### src/rtl/vm_pkg.sv
// Shared types and constants for the vending-machine controller.
package vm_pkg;

  typedef enum logic [2:0] {
    IDLE,
    CREDITO,
    LIBERA,
    DEVOLVE,
    ESPERA
  } state_t;

  localparam logic [1:0] COD_INV = 2'b00;
  localparam logic [1:0] COD_25  = 2'b01;
  localparam logic [1:0] COD_50  = 2'b10;
  localparam logic [1:0] COD_100 = 2'b11;

  localparam int VAL_25  = 25;
  localparam int VAL_50  = 50;
  localparam int VAL_100 = 100;

  localparam int PRECO_DEF    = 150;
  localparam int MAX_CRED_DEF = 250;
  localparam int CRED_W_DEF   = 8;

endpackage

### src/rtl/moeda_dec.sv
// Combinational coin decoder: coin code to credit value plus a valid flag.
module moeda_dec
  import vm_pkg::*;
#(
  parameter int CRED_W = CRED_W_DEF
) (
  input  logic [1:0]        moeda_cod,
  output logic [CRED_W-1:0] valor,
  output logic              valido
);

  always_comb begin
    valor  = '0;
    valido = 1'b0;
    case (moeda_cod)
      COD_25: begin
        valor  = CRED_W'(VAL_25);
        valido = 1'b1;
      end
      COD_50: begin
        valor  = CRED_W'(VAL_50);
        valido = 1'b1;
      end
      COD_100: begin
        valor  = CRED_W'(VAL_100);
        valido = 1'b1;
      end
      COD_INV: begin
        valor  = '0;
        valido = 1'b0;
      end
      default: begin
        valor  = '0;
        valido = 1'b0;
      end
    endcase
  end

endmodule

### src/rtl/controle_venda.sv
// Vending-machine control FSM: accumulates credit, releases product (LP) or
// returns change (DM), and handshakes with the end register through FIM.
module controle_venda
  import vm_pkg::*;
#(
  parameter int PRECO    = PRECO_DEF,
  parameter int MAX_CRED = MAX_CRED_DEF,
  parameter int CRED_W   = CRED_W_DEF
) (
  input  logic              clk,
  input  logic              rst_n,
  input  logic              moeda_ok,
  input  logic [1:0]        moeda_cod,
  input  logic              sel,
  input  logic              cancel,
  input  logic              FIM,
  output logic              LP,
  output logic              DM,
  output logic [CRED_W-1:0] credito,
  output logic [CRED_W-1:0] troco,
  output logic              moeda_rej
);

  state_t              state, state_n;
  logic [CRED_W-1:0]   credito_n, troco_n;
  logic                lp_n, dm_n, rej_n;
  logic [CRED_W-1:0]   valor;
  logic                valido;
  logic [CRED_W:0]     soma;
  logic                pode_comprar;

  moeda_dec #(.CRED_W(CRED_W)) u_moeda_dec (
    .moeda_cod (moeda_cod),
    .valor     (valor),
    .valido    (valido)
  );

  // One extra bit so an over-limit sum can never wrap back under MAX_CRED.
  assign soma         = {1'b0, credito} + {1'b0, valor};
  assign pode_comprar = (credito >= CRED_W'(PRECO));

  always_ff @(posedge clk or negedge rst_n) begin
    if (!rst_n) begin
      state     <= IDLE;
      credito   <= '0;
      troco     <= '0;
      LP        <= 1'b0;
      DM        <= 1'b0;
      moeda_rej <= 1'b0;
    end else begin
      state     <= state_n;
      credito   <= credito_n;
      troco     <= troco_n;
      LP        <= lp_n;
      DM        <= dm_n;
      moeda_rej <= rej_n;
    end
  end

  always_comb begin
    state_n   = state;
    credito_n = credito;
    troco_n   = troco;
    rej_n     = 1'b0;
    case (state)
      IDLE: begin
        credito_n = '0;
        // A high FIM here is a leftover acknowledge, so no new sale starts.
        if (moeda_ok) begin
          if (valido && !FIM) begin
            credito_n = valor;
            state_n   = CREDITO;
          end else begin
            rej_n = 1'b1;
          end
        end
      end
      CREDITO: begin
        if (cancel) begin
          troco_n = credito;
          state_n = DEVOLVE;
          rej_n   = moeda_ok;
        end else if (sel && pode_comprar) begin
          troco_n   = credito - CRED_W'(PRECO);
          credito_n = credito - CRED_W'(PRECO);
          state_n   = LIBERA;
          rej_n     = moeda_ok;
        end else if (moeda_ok) begin
          if (valido && (soma <= (CRED_W+1)'(MAX_CRED))) begin
            credito_n = soma[CRED_W-1:0];
          end else begin
            rej_n = 1'b1;
          end
        end
      end
      LIBERA: begin
        rej_n = moeda_ok;
        if (FIM) state_n = ESPERA;
      end
      DEVOLVE: begin
        rej_n = moeda_ok;
        if (FIM) begin
          troco_n   = '0;
          credito_n = '0;
          state_n   = ESPERA;
        end
      end
      ESPERA: begin
        rej_n = moeda_ok;
        if (!FIM) begin
          if (troco != '0) begin
            state_n = DEVOLVE;
          end else begin
            credito_n = '0;
            state_n   = IDLE;
          end
        end
      end
      default: begin
        state_n = IDLE;
      end
    endcase
    // Deriving LP/DM from the next state keeps them exclusive by construction.
    lp_n = (state_n == LIBERA);
    dm_n = (state_n == DEVOLVE);
  end

endmodule

### config.mk
export PLATFORM = sky130hd
export DESIGN_NAME = controle_venda
export DESIGN_NICKNAME = d
export VERILOG_FILES = /design/src/rtl/vm_pkg.sv /design/src/rtl/moeda_dec.sv /design/src/rtl/controle_venda.sv
export SDC_FILE = /design/constraint.sdc
export NUM_CORES = 1
export LEC_CHECK = 0
export ABC_CLOCK_PERIOD_IN_PS = 3470
export BUFFER_PORTS_ARGS = -buffer_cell sky130_fd_sc_hd__buf_2
export CAP_MARGIN = 0
export CORE_MARGIN = 2
export CORE_UTILIZATION = 58
export CTS_CLUSTER_DIAMETER = 120
export DETAILED_ROUTE_END_ITERATION = 12
export PLACE_DENSITY = 0.8
export SLEW_MARGIN = 40
export SYNTH_ARGS = -nofsm -noshare
export SYNTH_HDL_FRONTEND = slang
export SYNTH_SLANG_ARGS = --single-unit
### constraint.sdc
create_clock -name clk -period 3.47 [get_ports clk]
set_input_delay 0.347 -clock clk [delete_from_list [all_inputs] [get_ports clk]]
set_output_delay 0.347 -clock clk [all_outputs]
set_load 0.1 [all_outputs]
==> flow_metrics.py, run 1 <==
metrics = {
    "logic_synthesis": {
        "syn_area_sq_um": 1980,
        "synthArstFlopShare": 1.00,
        "synth_edf_count": 0,
        "yosysUniqueCellTypes": 58,
        "synth_seq_area_share": 0.278,
        "synth.net_count": 248,
        "synth_cells": 227,
        "yosys_register_bits": 22,
        "synth_top_flop_cell": "dfrtp_1",
        "yosysTopAreaCell": "dfrtp_1",
        "avgSynthCellArea_sq_um": 8.71,
        "yosys_warnings": 0,
        "yosys-top-cells-area": "dfrtp_1, ha_1, nor2_1, xnor2_1, nand2_1",
        "synth_top_area_share": 0.278,
    },
    "cts": {
        "hold_buffers": 0,
        "numCtsBuffers": 3,
        "clkTransAtPathRegs_ps": 120,
        "cts_htree_levels": 1,
        "cts.sinks": 22,
        "cts_buffer_depth": 2,
        "cts_tree": "built",
        "clk_latency_ps": 300,
        "clockRootBuffer": "clkbuf_4",
        "post-cts-setup-buffers": 0,
        "postCtsResizedCells": 0,
    },
    "global_routing": {
        "grt_start_max_net_pins": 23,
        "grt_pass1_vias": 1636,
        "grt_pass1_wl_mm": 7.67,
        "grt_overflow_total": 0,
        "antenna_found_initial": 0,
        "grt_usage": 0.242,
    },
    "placed_design": {
        "place_area_sq_um": 2100,
        "finalWeightedCongestion": 0.910,
        "port_buffers": 26,
        "dp_cells": 288,
        "dp_hpwl_mm": 3.56,
    },
    "route": {
        "drt-total-wl_mm": 4.44,
        "drtAntennaViolNets": 0,
        "wl_per_cell_microns": 15.3,
        "vias_per_cell": 6.02,
        "drt_drc_violations_left": 0,
        "num_vias": 1751,
        "drt_iter0_drc": 114,
        "drt_pass1_iterations": 5,
    },
    "sta": {
        "fmax_mhz": 348,
        "slew_headroom": 0.644,
        "grt_setup_unrepaired": "false",
        "tightest_slew_ps": 528,
        "skew_ps": 9.04,
        "slew_viol_final": 0,
        "min_period_ps": 2880,
        "setup_violations": 0,
        "fin_hold_ws_ps": -10.2,
        "tns_ps": 0,
        "hold_viol_final": 21,
        "period_share": 0.829,
    },
    "floorplan": {
        "die-width_microns": 62.4,
        "die_h_microns": 62.4,
        "start_util": 0.598,
        "die_area_sq_um": 3890,
        "core_sq_um": 3310,
        "rows": 21,
        "io_pins": 27,
    },
    "status": {
        "failed_checks": "hold timing",
        "status": "complete, but fails checks",
    },
    "finish": {
        "syn_to_final_growth_pct": 7.27,
        "multi_input_area_sq_um": 1310,
        "num_antenna_cells": 0,
        "final_util": 0.641,
        "n_fill_cell": 302,
        "seq_area_sq_um": 551,
        "drive_gt1_frac": 0.180,
        "finalNetCount": 268,
        "final_area_sq_um": 2120,
        "instances_no_fill": 291,
    },
    "setup_path": {
        "worst_ep_arrival_time_ps": 3110,
        "worstSetupStartpointType": "input port",
        "cp.required_ps": 3700,
        "path_class": "in -> reg",
        "end_kind": "flip-flop",
        "crit_path_max_fanout": 6,
    },
    "job": {
        "cap_violations": 0,
    },
    "worst_hold_path": {
        "hold_class": "in -> async",
    },
}
-- cell type report --
type / count / area share
multi-input cells: 182 / 0.617
flip-flops and latches: 22 / 0.259
repair buffers: 28 / 0.0684
well taps: 46 / 0.0271
inverters: 10 / 0.0177
clock buffers: 3 / 0.0106
-- synth_stat cells, drive strengths merged (2+ instances only) --
library cell and count:
a211o 2, a21boi 2, a21o 3, a21oi 13
a22o 2, a22oi 3, a2bb2oi 2, a311oi 3
a31oi 4, a32oi 3, and2 3, and3 2
and3b 2, buf 7, clkbuf 6, dfrtp 22
ha 12, inv 10, mux2 2, mux2i 3
nand2 20, nand3 4, nor2 23, nor3 7
nor4 2, o211a 2, o211ai 3, o21a 3
o21ai 15, o22ai 3, o31a 2, o31ai 8
or2 2, xnor2 10, xor2 5
-- per-layer routing --
metal / routed length, microns / up-vias / global-route usage
li1: - / 868 / -
met1: 2040 / 820 / 0.331
met2: 2140 / 57 / 0.411
met3: 206 / 6 / 0.0162
met4: 57 / 0 / 0.0722
met5: 0 / - / 0
-- registers in the layout, indices dropped and copies added, names as in the netlist --
| signal | flops |
|---|---|
| troco | 8 |
| state | 3 |
| moeda_rej | 1 |
| DM | 1 |
| credito | 8 |
| LP | 1 |
-- cell usage in the layout (no fill, tap or decap), types with 3 or more instances in the layout --
| cell type | instances |
|---|---|
| and2_1 | 3 |
| nand2_1 | 20 |
| xnor2_1 | 9 |
| dfrtp_1 | 22 |
| clkbuf_4 | 3 |
| a21o_1 | 3 |
| nor2_1 | 23 |
| o31ai_1 | 7 |
| mux2i_1 | 3 |
| o22ai_1 | 3 |
| buf_2 | 26 |
| a31oi_1 | 4 |
| o21ai_0 | 14 |
| nor3_1 | 7 |
| a32oi_1 | 3 |
| ha_1 | 12 |
| inv_1 | 10 |
| nand3_1 | 4 |
| a21oi_1 | 12 |
| o21a_1 | 3 |
| a22oi_1 | 3 |
| xor2_1 | 5 |
-- worst paths after layout --
check / from / endpoint / slack [ps] / cells past startpoint
max in group asynchronous: rst_n / troco[2] / 3150 / 1
max reg2reg: credito[1] / credito[4] / 610 / 8
min: rst_n / troco[3] / -10 / 1
min in group clk: moeda_ok / moeda_rej / 280 / 2
max: moeda_cod[0] / credito[4] / 590 / 13
min reg2reg: troco[6] / troco[6] / 510 / 2
-- critical path: stages --
cell	delay, ps
buf_2	130
inv_1	80
ha_1	250
nor2_1	70
nor2_1	210
ha_1	290
a21oi_1	140
o21ai_0	140
a32o_1	260
a211oi_1	360
a211o_1	290
and2_1	330
mux2i_1	210
-- kinds of logic (layout without fill, tap and decap cells) --
family	after synthesis	in the layout	synth area share
compound gates	79	79	0.302
simple gates	69	69	0.166
buf+inv	23	41	0.0601
flops	22	22	0.278
xor+xnor	16	16	0.0816
fa+ha+maj	13	13	0.0860
mux	5	5	0.0266
-- stage by stage --
stage / hold slack (ps) / setup WS, ps
6_report: -10.2 / 594
4_1_cts: 3.62 / 596
3_3_place_gp: 322 / 430
5_1_grt: 7.14 / 367
3_5_place_dp: 332 / 287
2_1_floorplan: 51.4 / 297
Power of run 1 is left out: the tool's default activity adds up to more than one toggle a clock period on the data nets, which glitch-free logic cannot reach.
==> run 2: changes to the inputs <==
ABC_CLOCK_PERIOD_IN_PS = 2590   (was 3470)
CORE_UTILIZATION = 52   (was 58)
PLACE_DENSITY = 0.76   (was 0.8)
clock period = 2.59 ns   (was 3.47 ns; I/O delays follow)
==> run 2 against run 1 <==
  * The flow finishes with violations (setup timing)
  * First-iteration DRC count grew 47%
  * Utilization grew 9.0 points
  * Worst hold slack gained 260 ps
  * Die area grew 11%
  * Final cell count grew 16%
  * Worst setup slack lost 630 ps
  * Final area grew 26%
  * Global-route usage grew 2.7 points
  * Via count grew 13%
  * Clock-buffer cell count grew 1
==> flow_metrics.py, run 2 (synthesized netlist as in run 1, its figures left out) <==
metrics = {
    "status": {
        "status": "complete, but fails checks",
        "failed_checks": "setup timing",
    },
    "placed_design": {
        "dp_hpwl_mm": 4.27,
        "finalWeightedCongestion": 0.970,
        "port_buffers": 26,
        "dp_cells": 329,
        "dp_slack_ps": -341,
    },
    "power": {
        "powerDensity_nw_per_um2": 1340,
        "irDropWorstVdd_uv": 613,
        "leakage_uw": 0.00123,
        "clkPwrFrac": 0.061,
        "p_seq_frac": 0.186,
        "pwr-share-comb": 0.754,
        "switchingPower_uw": 2080,
        "internal_power_uw": 1510,
        "switching_share": 0.580,
    },
    "route": {
        "drt_drc_violations_left": 0,
        "drtAntennaViolNets": 0,
        "num_vias": 1977,
        "wl_per_cell_microns": 16.5,
        "drt_pass1_iterations": 4,
        "drt_iter0_drc": 168,
        "vias_per_cell": 5.85,
        "drt-total-wl_mm": 5.59,
    },
    "finish": {
        "n_fill_cell": 292,
        "layout_common_cells": "buf_4, buf_2, nor2_1, nand2_1, dfrtp_1",
        "final_common_cell": "buf_4",
        "drive_gt1_frac": 0.397,
        "final_util": 0.731,
        "finalNetCount": 312,
        "reg_top3": "credito (8), troco (8), state (3)",
        "instances_no_fill": 338,
        "syn_to_final_growth_pct": 35.3,
        "num_antenna_cells": 0,
    },
    "cts": {
        "numCtsBuffers": 3,
        "clk_latency_ps": 260,
        "clkTransAtPathRegs_ps": 80,
        "clockRootBuffer": "clkbuf_8",
        "cts_tree": "built",
        "cts.sinks": 22,
        "cts_buffer_depth": 2,
        "cts_htree_levels": 1,
    },
    "global_routing": {
        "grt_start_max_net_pins": 23,
        "grt_pass1_wl_mm": 9.03,
        "antenna_found_initial": 0,
        "grt_overflow_total": 0,
        "grt_usage": 0.268,
        "grt_pass1_vias": 1909,
    },
    "sta": {
        "period_share": 1.01,
        "min_period_ps": 2630,
        "fmax_mhz": 380,
        "skew_ps": 9.96,
        "setup_violations": 3,
        "slew_headroom": 0.672,
        "tns_ps": -67.5,
        "slew_viol_final": 0,
        "fin_ws_ps": -38.8,
        "tightest_slew_ps": 492,
        "grt_setup_unrepaired": "true",
        "hold_viol_final": 0,
    },
    "floorplan": {
        "start_util": 0.540,
        "core_sq_um": 3660,
        "die_h_microns": 65.7,
        "die-width_microns": 65.7,
        "io_pins": 27,
        "rows": 22,
        "die_area_sq_um": 4310,
    },
    "setup_path": {
        "worstSetupStartpointType": "flip-flop",
        "path_class": "reg -> reg",
        "cp.required_ps": 2730,
        "end_kind": "flip-flop",
        "worst_ep_arrival_time_ps": 2760,
        "crit_path_max_fanout": 5,
    },
    "job": {
        "cap_violations": 0,
    },
    "worst_hold_path": {
        "hold_class": "in -> reg",
    },
}
[run 2: cell count changes in the layout (fill, tap and decap cells not counted), sizes merged]
cell         change
buf             +43
clkbuf           +1
dlygate4sd3      +1
[run 2: power groups by stage]
stage               logic (uW)  registers, uW  clock network, uW
detailed placement        2520            665                  0
floorplan                 1110           1480                  0
global route              2900            687                240
finish                    2710            667                218
global placement          2490            658                  0
CTS                       2560            660                217
[run 2: worst paths after layout]
check                              to       start  depth (start not counted)  slack, ps
max                        credito[5]  credito[0]                         10        -40
min                         moeda_rej    moeda_ok                          2        250
max reg2reg                credito[5]  credito[0]                         10        -40
min reg2reg                  troco[1]    troco[1]                          2        500
max in group asynchronous  credito[5]       rst_n                          2       1730
min in group asynchronous  credito[1]       rst_n                          2        490
[run 2: per-layer routing]
| layer | up-vias | part of all wire | track usage |
|---|---|---|---|
| met5 | - | 0 | 0 |
| met4 | 0 | 0.032 | 0.0911 |
| met3 | 15 | 0.035 | 0.0171 |
| met2 | 55 | 0.51 | 0.463 |
| met1 | 941 | 0.42 | 0.354 |
| li1 | 966 | - | - |
[run 2: critical path, stage by stage (launching register included)]
cell	delay (ps)
dfrtp_4	520
ha_4	180
fa_2	420
a211o_1	310
o211ai_1	100
buf_4	160
a211oi_4	70
a211o_1	320
buf_6	140
a32oi_1	150
o22ai_1	120
[run 2: layout make-up]
cell class	instances	area (sq um)	area share
multi-input cells	182	1480	0.552
flip-flops and latches	22	567	0.212
repair buffers	72	489	0.183
well taps	48	60.1	0.0224
clock buffers	4	45.0	0.0168
inverters	10	37.5	0.0140
[run 2: stage by stage]
step | hold slack [ps] | total power [uW] | area (sq um)
after floorplan | -36.6 | 2590 | 2040
after global placement | 248 | 3150 | 2460
after detailed placement | 254 | 3190 | 2460
after CTS | 250 | 3440 | 2540
after global routing | 259 | 3820 | 2680
final | 251 | 3590 | 2680
[run 2: repair_timing]
item                                    CTS  global route
endpoints found under the setup margin    4             9
hold buffers                              1             0
hold endpoints to repair                 22             0
pin swaps                                 1            22
buffers inserted                          1             3
resized for setup                         4            20
Note: power is estimated with default switching activity, not from simulation.
==> run 3: changes to the inputs <==
MAX_ROUTING_LAYER = met4   (was not set)
==> run 3 against run 2 <==
  * The flow still finishes with violations (setup timing)
  * Global-route usage rose by 0.64 points
  * Maximum frequency rose by 0.47%
  * Critical endpoint unchanged
  * Highest routed layer unchanged
  * Worst setup slack better by 12 ps
  * Total power barely moved
  * Non-clock buffer count rose by 1
  * Largest power group unchanged
  * Utilization increased by 0.21 points
  * Via count grew 0.91%
  * Final area grew 0.28%
  * Sequential share of layout area shrank 0.059 points
==> flow_metrics.py, run 3 (synthesized netlist as in run 1, its figures left out) <==
metrics = {
    "status": {
        "status": "complete, but fails checks",
        "failed_checks": "setup timing",
    },
    "finish": {
        "layout_common_cells": "buf_4, buf_2, nor2_1, nand2_1, dfrtp_1",
        "syn_to_final_growth_pct": 35.7,
        "seq_area_sq_um": 567,
        "final_common_cell": "buf_4",
        "drive_gt1_frac": 0.399,
        "num_antenna_cells": 0,
        "finalNetCount": 313,
        "reg_top3": "credito (8), troco (8), state (3)",
        "n_fill_cell": 291,
        "final_util": 0.733,
        "multi_input_area_sq_um": 1480,
    },
    "route": {
        "vias_per_cell": 5.88,
        "drt_pass1_iterations": 4,
        "drt_drc_violations_left": 0,
        "num_vias": 1995,
        "drtAntennaViolNets": 0,
        "wl_per_cell_microns": 16.5,
        "drt_iter0_drc": 204,
        "drt-total-wl_mm": 5.60,
    },
    "worst_hold_path": {
        "hold_class": "in -> reg",
    },
    "cts": {
        "clockRootBuffer": "clkbuf_8",
        "cts_tree": "built",
        "cts.sinks": 22,
        "cts_buffer_depth": 2,
        "clk_latency_ps": 270,
        "numCtsBuffers": 3,
        "clkTransAtPathRegs_ps": 80,
        "cts_htree_levels": 1,
    },
    "power": {
        "switchingPower_uw": 2090,
        "pwr-share-comb": 0.754,
        "p_seq_frac": 0.185,
        "switching_share": 0.580,
        "leakage_uw": 0.00123,
        "powerDensity_nw_per_um2": 1340,
        "clkPwrFrac": 0.061,
        "irDropWorstVdd_uv": 569,
        "internal_power_uw": 1510,
        "power_uw": 3600,
    },
    "global_routing": {
        "grt_overflow_total": 0,
        "grt_usage": 0.275,
        "grt_start_max_net_pins": 23,
        "grt_pass1_vias": 1913,
        "antenna_found_initial": 0,
        "grt_pass1_wl_mm": 9.00,
    },
    "sta": {
        "fin_hold_ws_ps": 253,
        "skew_ps": 10.1,
        "slew_viol_final": 0,
        "fmax_mhz": 382,
        "hold_viol_final": 0,
        "tightest_slew_ps": 498,
        "fin_ws_ps": -26.4,
        "slew_headroom": 0.668,
        "setup_violations": 2,
        "period_share": 1.01,
        "min_period_ps": 2620,
        "grt_setup_unrepaired": "true",
    },
    "setup_path": {
        "worst_ep_arrival_time_ps": 2750,
        "path_buf_inv": 2,
        "worstSetupStartpointType": "flip-flop",
        "path_class": "reg -> reg",
        "max_stage_delay_ps": 520,
        "crit_family": "compound AO/OA/AOI/OAI gates",
        "crit_path_max_fanout": 5,
        "critPathMostFrequentCell": "a211o_1",
        "crit_chain": "ha_4, fa_2, a211o_1, o211ai_1, buf_4, a211oi_4, a211o_1, buf_6, a32oi_1, o22ai_1",
        "critPathSlowestCell": "dfrtp_4",
        "cp.required_ps": 2730,
        "end_kind": "flip-flop",
    },
    "floorplan": {
        "io_pins": 27,
        "core_sq_um": 3660,
        "die_h_microns": 65.7,
        "die-width_microns": 65.7,
        "start_util": 0.540,
        "rows": 22,
        "die_area_sq_um": 4310,
    },
    "placed_design": {
        "finalWeightedCongestion": 0.989,
        "port_buffers": 26,
        "dp_hpwl_mm": 4.27,
    },
    "job": {
        "cap_violations": 0,
    },
}
==> run 3: power groups by stage <==
stage	Combinational [uW]	Clock (uW)	Sequential, uW
6_report	2710	218	666
5_1_grt	2900	238	687
4_1_cts	2560	217	660
3_5_place_dp	2520	0	665
3_3_place_gp	2490	0	658
2_1_floorplan	1110	0	1480
==> run 3: timing repair <==
action	in CTS	in global routing
endpoints found under the hold margin	22	0
buffers inserted	1	4
pin swaps	1	22
gates resized for setup	4	20
hold buffers	1	0
endpoints found under the setup margin	4	9
==> run 3: stage by stage <==
step | cells | area [sq um] | setup TNS (ps) | setup WS, ps
6_report | 339 | 2680 | -37.9 | -26.4
5_1_grt | 339 | 2680 | -514 | -111
4_1_cts | 335 | 2540 | 0 | 5.54
3_5_place_dp | 329 | 2460 | -2350 | -341
3_3_place_gp | 329 | 2460 | -1420 | -223
2_1_floorplan | 227 | 2040 | -78.2 | -62.1
==> run 3: final cells by class <==
| cell class | instances | area share |
|---|---|---|
| tap | 48 | 0.0224 |
| inverter | 10 | 0.0140 |
| sequential | 22 | 0.211 |
| timing repair buffer | 73 | 0.185 |
| clock buffer | 4 | 0.0168 |
| multi-input combinational | 182 | 0.551 |
==> run 3: final timing paths <==
| path | start | to | slack (ps) | cells after the start |
|---|---|---|---|---|
| hold / removal | moeda_ok | moeda_rej | 250 | 2 |
| max in group asynchronous | rst_n | credito[5] | 1720 | 2 |
| setup reg to reg | credito[0] | credito[5] | -30 | 10 |
| min in group asynchronous | rst_n | troco[7] | 490 | 2 |
| setup / recovery | credito[0] | credito[5] | -30 | 10 |
| hold reg to reg | troco[1] | troco[1] | 500 | 2 |
==> run 3: metal layers <==
layer  wire length, microns  vias up  track usage
met5                      0        -            -
met4                    188        0       0.0911
met3                    210       18       0.0171
met2                   2860       63        0.463
met1                   2340      947        0.352
li1                       -      967            -
